[src/rtl/uart_pkg.sv]
// Shared UART definitions: receiver state encoding and the default bit period.
// UART_RX_PARITY_EN adds the RxParity state used by the even-parity receiver build.
package uart_pkg;

    // 50 MHz system clock at 115200 baud; the transmitter uses the same default.
    localparam int DEFAULT_CLKS_PER_BIT = 434;

    typedef enum logic [2:0] {
        RxIdle,
        RxStart,
        RxData,
`ifdef UART_RX_PARITY_EN
        RxParity,
`endif
        RxStop,
        RxBreak
    } UARTRxState;

endpackage

[src/rtl/uart_rx_deserializer_if.sv]
// Receive-side signals of one UART: serial line in, parsed byte and status strobes out.
interface uart_rx_if #(
    parameter int DATA_WIDTH = 8
);
    logic                  rx_in;
    logic [DATA_WIDTH-1:0] rx_byte;
    logic                  rx_start;
    logic                  rx_complete;
    logic                  rx_busy;
    logic                  frame_error;

    // master: the deserializer; slave: the pin driver and the UART component consuming bytes.
    modport master (
        input  rx_in,
        output rx_byte, rx_start, rx_complete, rx_busy, frame_error
    );

    modport slave (
        output rx_in,
        input  rx_byte, rx_start, rx_complete, rx_busy, frame_error
    );
endinterface

[src/rtl/uart_rx_deserializer_bit_synchronizer.sv]
// Multi-flop synchronizer for a single asynchronous bit; flops reset to 1 so an idle UART line
// does not look like a falling edge when reset is released.
module bit_synchronizer #(
    parameter int SYNC_STAGES = 2
) (
    input  logic clock,
    input  logic reset,
    input  logic d,
    output logic q
);
    logic [SYNC_STAGES-1:0] sync_q;

    always_ff @(posedge clock or posedge reset) begin
        if (reset) begin
            sync_q <= '1;
        end else begin
            sync_q <= {sync_q[SYNC_STAGES-2:0], d};
        end
    end

    assign q = sync_q[SYNC_STAGES-1];
endmodule

[src/rtl/uart_rx_deserializer.sv]
// UART receiver: synchronizes rx_in, validates the start bit at mid-bit and samples LSB-first
// frames. Define UART_RX_PARITY_EN to add an even-parity bit between data and stop.
module uart_rx_deserializer
    import uart_pkg::*;
#(
    parameter int CLKS_PER_BIT = DEFAULT_CLKS_PER_BIT,
    parameter int DATA_WIDTH   = 8,
    parameter int SYNC_STAGES  = 2
) (
    input  logic      clock,
    input  logic      reset,
    uart_rx_if.master rx
);
    localparam int CNT_W = $clog2(CLKS_PER_BIT);
    localparam int IDX_W = (DATA_WIDTH > 1) ? $clog2(DATA_WIDTH) : 1;
    localparam logic [CNT_W-1:0] HALF_M1  = CNT_W'(CLKS_PER_BIT / 2 - 1);
    localparam logic [CNT_W-1:0] LAST_CNT = CNT_W'(CLKS_PER_BIT - 1);
    localparam logic [IDX_W-1:0] LAST_IDX = IDX_W'(DATA_WIDTH - 1);

    UARTRxState            state;
    logic [CNT_W-1:0]      cnt;
    logic [IDX_W-1:0]      bit_idx;
    logic                  rx_sync;
    logic                  rx_prev;
    logic                  bit_tick;
    logic                  frame_ok;
    logic [DATA_WIDTH-1:0] shift_reg;
    logic [DATA_WIDTH-1:0] rx_byte_q;
    logic                  rx_start_q;
    logic                  rx_complete_q;
    logic                  rx_busy_q;
    logic                  frame_error_q;

    bit_synchronizer #(.SYNC_STAGES(SYNC_STAGES)) u_sync (
        .clock (clock),
        .reset (reset),
        .d     (rx.rx_in),
        .q     (rx_sync)
    );

    assign bit_tick = (cnt == LAST_CNT);

`ifdef UART_RX_PARITY_EN
    logic parity_bit;

    function automatic logic parity_even(input logic [DATA_WIDTH-1:0] data, input logic par);
        return ^{data, par} == 1'b0;
    endfunction

    always_ff @(posedge clock) begin
        if (state == RxParity && bit_tick) begin
            parity_bit <= rx_sync;
        end
    end

    assign frame_ok = rx_sync && parity_even(shift_reg, parity_bit);
`else
    assign frame_ok = rx_sync;
`endif

    // Data bits enter at the MSB and move down, so after DATA_WIDTH samples bit 0 is the first bit sent.
    always_ff @(posedge clock) begin
        if (state == RxData && bit_tick) begin
            shift_reg <= {rx_sync, shift_reg[DATA_WIDTH-1:1]};
        end
    end

    always_ff @(posedge clock or posedge reset) begin
        if (reset) begin
            state         <= RxIdle;
            cnt           <= '0;
            bit_idx       <= '0;
            rx_prev       <= 1'b1;
            rx_byte_q     <= '0;
            rx_start_q    <= 1'b0;
            rx_complete_q <= 1'b0;
            rx_busy_q     <= 1'b0;
            frame_error_q <= 1'b0;
        end else begin
            rx_prev       <= rx_sync;
            rx_start_q    <= 1'b0;
            rx_complete_q <= 1'b0;
            frame_error_q <= 1'b0;
            case (state)
                RxIdle: begin
                    cnt     <= '0;
                    bit_idx <= '0;
                    if (rx_prev && !rx_sync) state <= RxStart;
                end
                RxStart: begin
                    if (cnt == HALF_M1) begin
                        cnt <= '0;
                        if (!rx_sync) begin
                            state      <= RxData;
                            rx_start_q <= 1'b1;
                            rx_busy_q  <= 1'b1;
                        end else begin
                            state <= RxIdle;
                        end
                    end else begin
                        cnt <= cnt + 1'b1;
                    end
                end
                RxData: begin
                    if (bit_tick) begin
                        cnt     <= '0;
                        bit_idx <= bit_idx + 1'b1;
                        if (bit_idx == LAST_IDX) begin
                            bit_idx <= '0;
`ifdef UART_RX_PARITY_EN
                            state   <= RxParity;
`else
                            state   <= RxStop;
`endif
                        end
                    end else begin
                        cnt <= cnt + 1'b1;
                    end
                end
`ifdef UART_RX_PARITY_EN
                RxParity: begin
                    if (bit_tick) begin
                        cnt   <= '0;
                        state <= RxStop;
                    end else begin
                        cnt <= cnt + 1'b1;
                    end
                end
`endif
                RxStop: begin
                    if (bit_tick) begin
                        cnt       <= '0;
                        rx_busy_q <= 1'b0;
                        if (frame_ok) begin
                            rx_byte_q     <= shift_reg;
                            rx_complete_q <= 1'b1;
                            state         <= RxIdle;
                        end else begin
                            frame_error_q <= 1'b1;
                            // A low stop bit means a break; a high one with bad parity can resync at once.
                            state         <= rx_sync ? RxIdle : RxBreak;
                        end
                    end else begin
                        cnt <= cnt + 1'b1;
                    end
                end
                RxBreak: begin
                    if (rx_sync) state <= RxIdle;
                end
                default: state <= RxIdle;
            endcase
        end
    end

    assign rx.rx_byte     = rx_byte_q;
    assign rx.rx_start    = rx_start_q;
    assign rx.rx_complete = rx_complete_q;
    assign rx.rx_busy     = rx_busy_q;
    assign rx.frame_error = frame_error_q;
endmodule

[src/flat_wrapper.sv]
// flat-port wrapper written by rule: the top's interface ports become plain ports
module uart_rx_deserializer_flat import uart_pkg::*;
#(
    parameter int CLKS_PER_BIT = DEFAULT_CLKS_PER_BIT,
    parameter int DATA_WIDTH   = 8,
    parameter int SYNC_STAGES  = 2
)
  (clock, reset, rx_rx_in, rx_rx_byte, rx_rx_start, rx_rx_complete, rx_rx_busy, rx_frame_error);
  uart_rx_if #(.DATA_WIDTH(DATA_WIDTH)) rx_i ();
  input  logic clock;
  input  logic reset;
  input wire logic [$bits(rx_i.rx_in)-1:0] rx_rx_in;
  output wire logic [$bits(rx_i.rx_byte)-1:0] rx_rx_byte;
  output wire logic [$bits(rx_i.rx_start)-1:0] rx_rx_start;
  output wire logic [$bits(rx_i.rx_complete)-1:0] rx_rx_complete;
  output wire logic [$bits(rx_i.rx_busy)-1:0] rx_rx_busy;
  output wire logic [$bits(rx_i.frame_error)-1:0] rx_frame_error;
  assign rx_i.rx_in = rx_rx_in;
  assign rx_rx_byte = rx_i.rx_byte;
  assign rx_rx_start = rx_i.rx_start;
  assign rx_rx_complete = rx_i.rx_complete;
  assign rx_rx_busy = rx_i.rx_busy;
  assign rx_frame_error = rx_i.frame_error;
  uart_rx_deserializer #(.CLKS_PER_BIT(CLKS_PER_BIT), .DATA_WIDTH(DATA_WIDTH), .SYNC_STAGES(SYNC_STAGES)) u_core (.clock(clock), .reset(reset), .rx(rx_i));
endmodule
[config.mk]
export PLATFORM = sky130hd
export DESIGN_NAME = uart_rx_deserializer_flat
export DESIGN_NICKNAME = d
export VERILOG_FILES = /design/src/rtl/uart_pkg.sv /design/src/rtl/uart_rx_deserializer_if.sv /design/src/rtl/uart_rx_deserializer_bit_synchronizer.sv /design/src/rtl/uart_rx_deserializer.sv /design/src/flat_wrapper.sv
export SDC_FILE = /design/constraint.sdc
export NUM_CORES = 1
export LEC_CHECK = 0
export CAP_MARGIN = 10
export CORE_ASPECT_RATIO = 0.75
export CORE_MARGIN = 2
export CORE_UTILIZATION = 49
export CTS_CLUSTER_SIZE = 10
export DETAILED_ROUTE_END_ITERATION = 10
export PLACE_DENSITY_LB_ADDON = 0.3
export SLEW_MARGIN = 20
export SYNTH_ARGS = -nofsm -noshare
export SYNTH_HDL_FRONTEND = slang
export SYNTH_SLANG_ARGS = --single-unit
[constraint.sdc]
create_clock -name clock -period 7.3 [get_ports clock]
set_input_delay 1.095 -clock clock [delete_from_list [all_inputs] [get_ports clock]]
set_output_delay 1.095 -clock clock [all_outputs]
set_load 0.05 [all_outputs]
-- After elaboration in Yosys (flattened, before gate mapping)
Index checks and enable logic that the tools add are counted.
- register bits: 38
- bits in latches: 0
- RAM bits: 0
- ROM bits: 0
- input bits: 3
- output and inout bits: 12
- memories: 0
- add/sub/neg operators: 2
- $mul: 0
- div/mod/pow operators: 0
- order comparisons: 0
- equal/unequal tests: 14
- shift-type cells: 0
- multiplexer cells: 27
- bitwise operators: 0
- reductions and logical operators: 12
- operators with widths (operator ; count):
    $mux W3 ; 9
    $pmux W9 S3 ; 1
    $mux W9 ; 2
    $pmux W3 S5 ; 1
    $mux W1 ; 11
    $add A9 B1 Y9 const B ; 1
    $eq A9 B8 Y1 const B ; 1
    $eq A9 B9 Y1 const B ; 1
    $ne A2 B1 Y1 const B ; 4
    $eq A3 B2 Y1 const B ; 2
    $eq A3 B3 Y1 const B ; 2
    $ne A2 B2 Y1 const B ; 3
    $pmux W3 S2 ; 1
    $reduce_and A6 Y1 ; 1
    $reduce_and A4 Y1 ; 1
    $reduce_bool A2 Y1 ; 2
    $add A3 B1 Y3 const B ; 1
    $eq A3 B1 Y1 const B ; 1
    $logic_not A3 Y1 ; 1
    $reduce_and A3 Y1 ; 1
    $reduce_bool A3 Y1 ; 1
    $logic_and A1 B1 Y1 ; 2
    $mux W2 ; 1
    $pmux W1 S2 ; 1
    other kinds (3) ; 3

-- Longest topological paths before layout
- depth after elaboration: 4
- mapped depth: 7
- depth with buffers taken out: 6

-- Cells and area by module
Synthesis repeated with hierarchy kept, for this count alone.
- cells, all modules: 142
- area total of the unflattened synthesis: 1716.6 µm²
- by module, submodules not included (module ; instances ; cells an instance ; area an instance (µm²) ; sequential area each (µm²)):
    uart_rx_deserializer ; 1 ; 139 ; 1660.3 ; 942.2
    bit_synchronizer ; 1 ; 3 ; 56.3 ; 52.6

-- Worst setup path after synthesis
OpenSTA, ideal clock, no wires.
- path type: flip-flop to flip-flop
- from: register u_core.cnt[1]
- to: register u_core.shift_reg[0] (enable)
- library setup time: 0.370 ns
- arrival: 2.050 ns
- slack: 4.880 ns
- stages on the path, launching flop included: 8
- path buffers: 1
- path through: dfrtp_1 -> inv_1 -> ha_1 -> nand4b_1 -> or4_4 -> buf_6 -> or2_2 -> nor2_1
- longest elaborated chain between the ends: 2
- RTL lines (what ; RTL line ; text):
    start, declared ; uart_rx_deserializer.sv:21 ; logic [CNT_W-1:0] cnt;
    start signal, assigned ; uart_rx_deserializer.sv:101 ; cnt <= cnt + 1'b1;
    start signal, assigned ; uart_rx_deserializer.sv:117 ; cnt <= cnt + 1'b1;
    start signal, assigned ; uart_rx_deserializer.sv:144 ; cnt <= cnt + 1'b1;
    $eq A9 B9 Y1 ; uart_rx_deserializer.sv:41 ; assign bit_tick = (cnt == LAST_CNT);
    $logic_and A1 B1 Y1 ; uart_rx_deserializer.sv:63 ; if (state == RxData && bit_tick) begin
    end signal, assigned ; uart_rx_deserializer.sv:64 ; shift_reg <= {rx_sync, shift_reg[DATA_WIDTH-1:1]};
    end, declared ; uart_rx_deserializer.sv:27 ; logic [DATA_WIDTH-1:0] shift_reg;
No other way between the ends.
A chain may end at the register's enable or synchronous reset.

-- Worst setup path after layout
- from: register u_core.cnt[1]
- to: register u_core.shift_reg[7] (enable)
Same word-level chain as after synthesis.

==> flow_summary.toml <==
[run]
cap_violations = 0

[floorplanning]
start_util_pct = 52.2
design.core.area_mm2 = 0.00336
rows = 18
ios = 15
dieArea_mm2 = 0.00407
die_w_um = 73.0
die_y_um = 55.8

[synth]
synth.largest_area_cell = "dfrtp_1"
synth-compound-area-share_pct = 9.57
synth-async-reset-ratio_pct = 78.9
netlist_instances = 154
synth_most_common_cell = "dfrtp_1"
synth_warnings = 0
yosys.area_share.simple_pct = 17.8
yosys-top-cells-area = "dfrtp_1 (39%), edfxtp_1 (14%), mux2_2 (5.8%)"
synth_top_area_share_pct = 38.6
synth_nets = 162
avgSynthCellArea_um2 = 11.4
synthTopCellsByCount = "dfrtp_1 (27), nand2_1 (17), nor2_1 (10), inv_1 (9), mux2_2 (9)"
synth_edf_count = 8
synth_cell_types = 43
synth_mux_area_share_pct = 6.36
netlist_area_mm2 = 0.00175
seq_area_frac_synth_pct = 56.8
synthAdderAreaFrac_pct = 3.57
synth-xor-area-share_pct = 1.50
synth_top_family_by_area = "simple AND/OR/NAND/NOR gates"
synth_seq_cells = 38
ys.flop_type = "dfrtp_1"

[sta]
fin_skew_ns = 0.00922
whs_ns = 0.358
rsz0062_at_grt = "no"
drv_slew = 0
max_freq_mhz = 378
period_share_pct = 36.2
setup_viol = 0
hold_violations = 0
tns_ns = 0
max_slew_margin_pct = 55.5
tightest_slew_ns = 0.664
min_period_ns = 2.65

[clocking]
clkSlewWorstSetupHoldPaths_ns = 0.07
insertion_delay_ns = 0.28
cts.repair.resized = 0
cts_max_level = 2
hold_buffers = 0
clockRootBuffer = "clkbuf_8"
cts_buffers = 5
cts_tree = "done"
cts_setup_buffers = 0
clockBufferDepth = 2
cts_sinks = 38

[worst_setup_path]
crit_required_ns = 7.22
start_kind = "flip-flop"
crit_family = "simple AND/OR/NAND/NOR gates"
worst_path_max_delay_cell = "or4_4"
path_buf_inv = 1
endpoint_kind = "flip-flop"
path_class = "flip-flop to flip-flop"
crit_chain = "inv_1 > ha_1 > nand4b_1 > or4_4 > or2_2 > nor2_1"
crit_arrival_ns = 2.56
cp_max_fo = 12
cpPeakStageDelay_ns = 0.58

[grt]
met1_usage_pct = 25.4
busiest_layer = "met2"
grt_max_degree = 31
use_met3_pct = 5.98
use_met2_pct = 26.3
grt_overflow = 0
grt_first_pass_wirelength_mm = 5.58
grt_pass1_vias = 1191
grt_util_all_layers_pct = 17.9
antenna_found_initial = 0

[outcome]
outcome = "completed"

[detailed_routing]
routed_wl_mm = 3.19
final_antenna_net_count = 0
vias = 1196
drt_drc_violations_left = 0
first_pass_iters = 4
avgViaCountPerCell = 5.72
avgRoutedWirePerCell_um = 15.3
first_iter_violations = 78

[cells_and_area]
fillers = 264
num_antenna_cells = 0
final_layout_size_suffix_gt1_share_pct = 14.2
nets = 176
largest_reg_flops = 9
area_growth_pct = 15.9

[placement]
io_buffers = 14
gp_congestion = 0.960
dpl.hpwl_mm = 2.21

[min_path]
hold_class = "flip-flop to flip-flop"

[power_and_ir_drop]
p_leak_nw = 0.870
p_per_area_mw_per_mm2 = 271
ir_worst_vdd_mv = 0.171
[report_power, final]
| group | switching, mW | internal, mW | total [mW] |
|---|---|---|---|
| clock network | 0.0697 | 0.135 | 0.205 |
| registers | 0.0395 | 0.236 | 0.276 |
| logic | 0.0364 | 0.0336 | 0.0700 |
[cells by family after synthesis]
family,count (synthesis)
and+or+nand+nor,58
DFF,38
AOI/OAI and AO/OA,24
buffers and inverters,16
muxes,10
adders and majority gates,5
xor gates and xnor gates,3
[metal layers]
| layer | vias up | wire (um) |
|---|---|---|
| li1 | 582 | - |
| met1 | 573 | 1570 |
| met4 | 0 | 29 |
| met2 | 37 | 1440 |
| met3 | 4 | 153 |
| met5 | - | 0 |
[layout make-up]
cell class,count,area [um2],share of cell area (%)
inverters,9,33.8,1.66
clock inverters,3,63.8,3.14
well taps,40,50.0,2.46
multi-input cells,100,679,33.5
clock buffers,5,68.8,3.39
repair buffers,14,140,6.90
flip-flops and latches,38,995,49.0
[layout by cell type (no fill, tap or decap), types with 5 or more instances in the layout]
cell,synthesis,routed
nand3_1,5,5
clkdlybuf4s50_1,0,14
clkbuf_8,0,5
ha_1,5,5
dfrtp_1,27,27
nor3_1,6,6
inv_1,9,8
nand2_1,17,17
o21ai_0,5,5
nor2_1,10,10
edfxtp_1,8,8
mux2_2,9,9
[per-stage QoR]
step / power [mW] / std cells / area [um2] / setup WS (ns) / util [%]
3_3_place_gp: 0.344 / 201 / 1900 / 4.81 / 56.6
4_1_cts: 0.555 / 209 / 2030 / 4.67 / 60.5
6_report: 0.551 / 209 / 2030 / 4.65 / 60.5
3_5_place_dp: 0.348 / 201 / 1900 / 4.66 / 56.6
5_1_grt: 0.583 / 209 / 2030 / 4.50 / 60.5
2_1_floorplan: 0.333 / 154 / 1750 / 4.88 / -
[worst paths after layout]
check	from	end	slack, ns	cells after the start
setup / recovery	u_core.cnt[1]	u_core.shift_reg[7]	4.65	6
hold reg to reg	u_core.u_sync.sync_q[0]	u_core.u_sync.sync_q[1]	0.36	0
min in group asynchronous	reset	u_core.rx.rx_byte[2]	1.19	2
setup reg to reg	u_core.cnt[1]	u_core.shift_reg[7]	4.65	6
hold / removal	u_core.u_sync.sync_q[0]	u_core.u_sync.sync_q[1]	0.36	0
max in group asynchronous	reset	u_core.rx.rx_byte[6]	5.69	2
No activity file was read; power rests on OpenSTA's default activity.
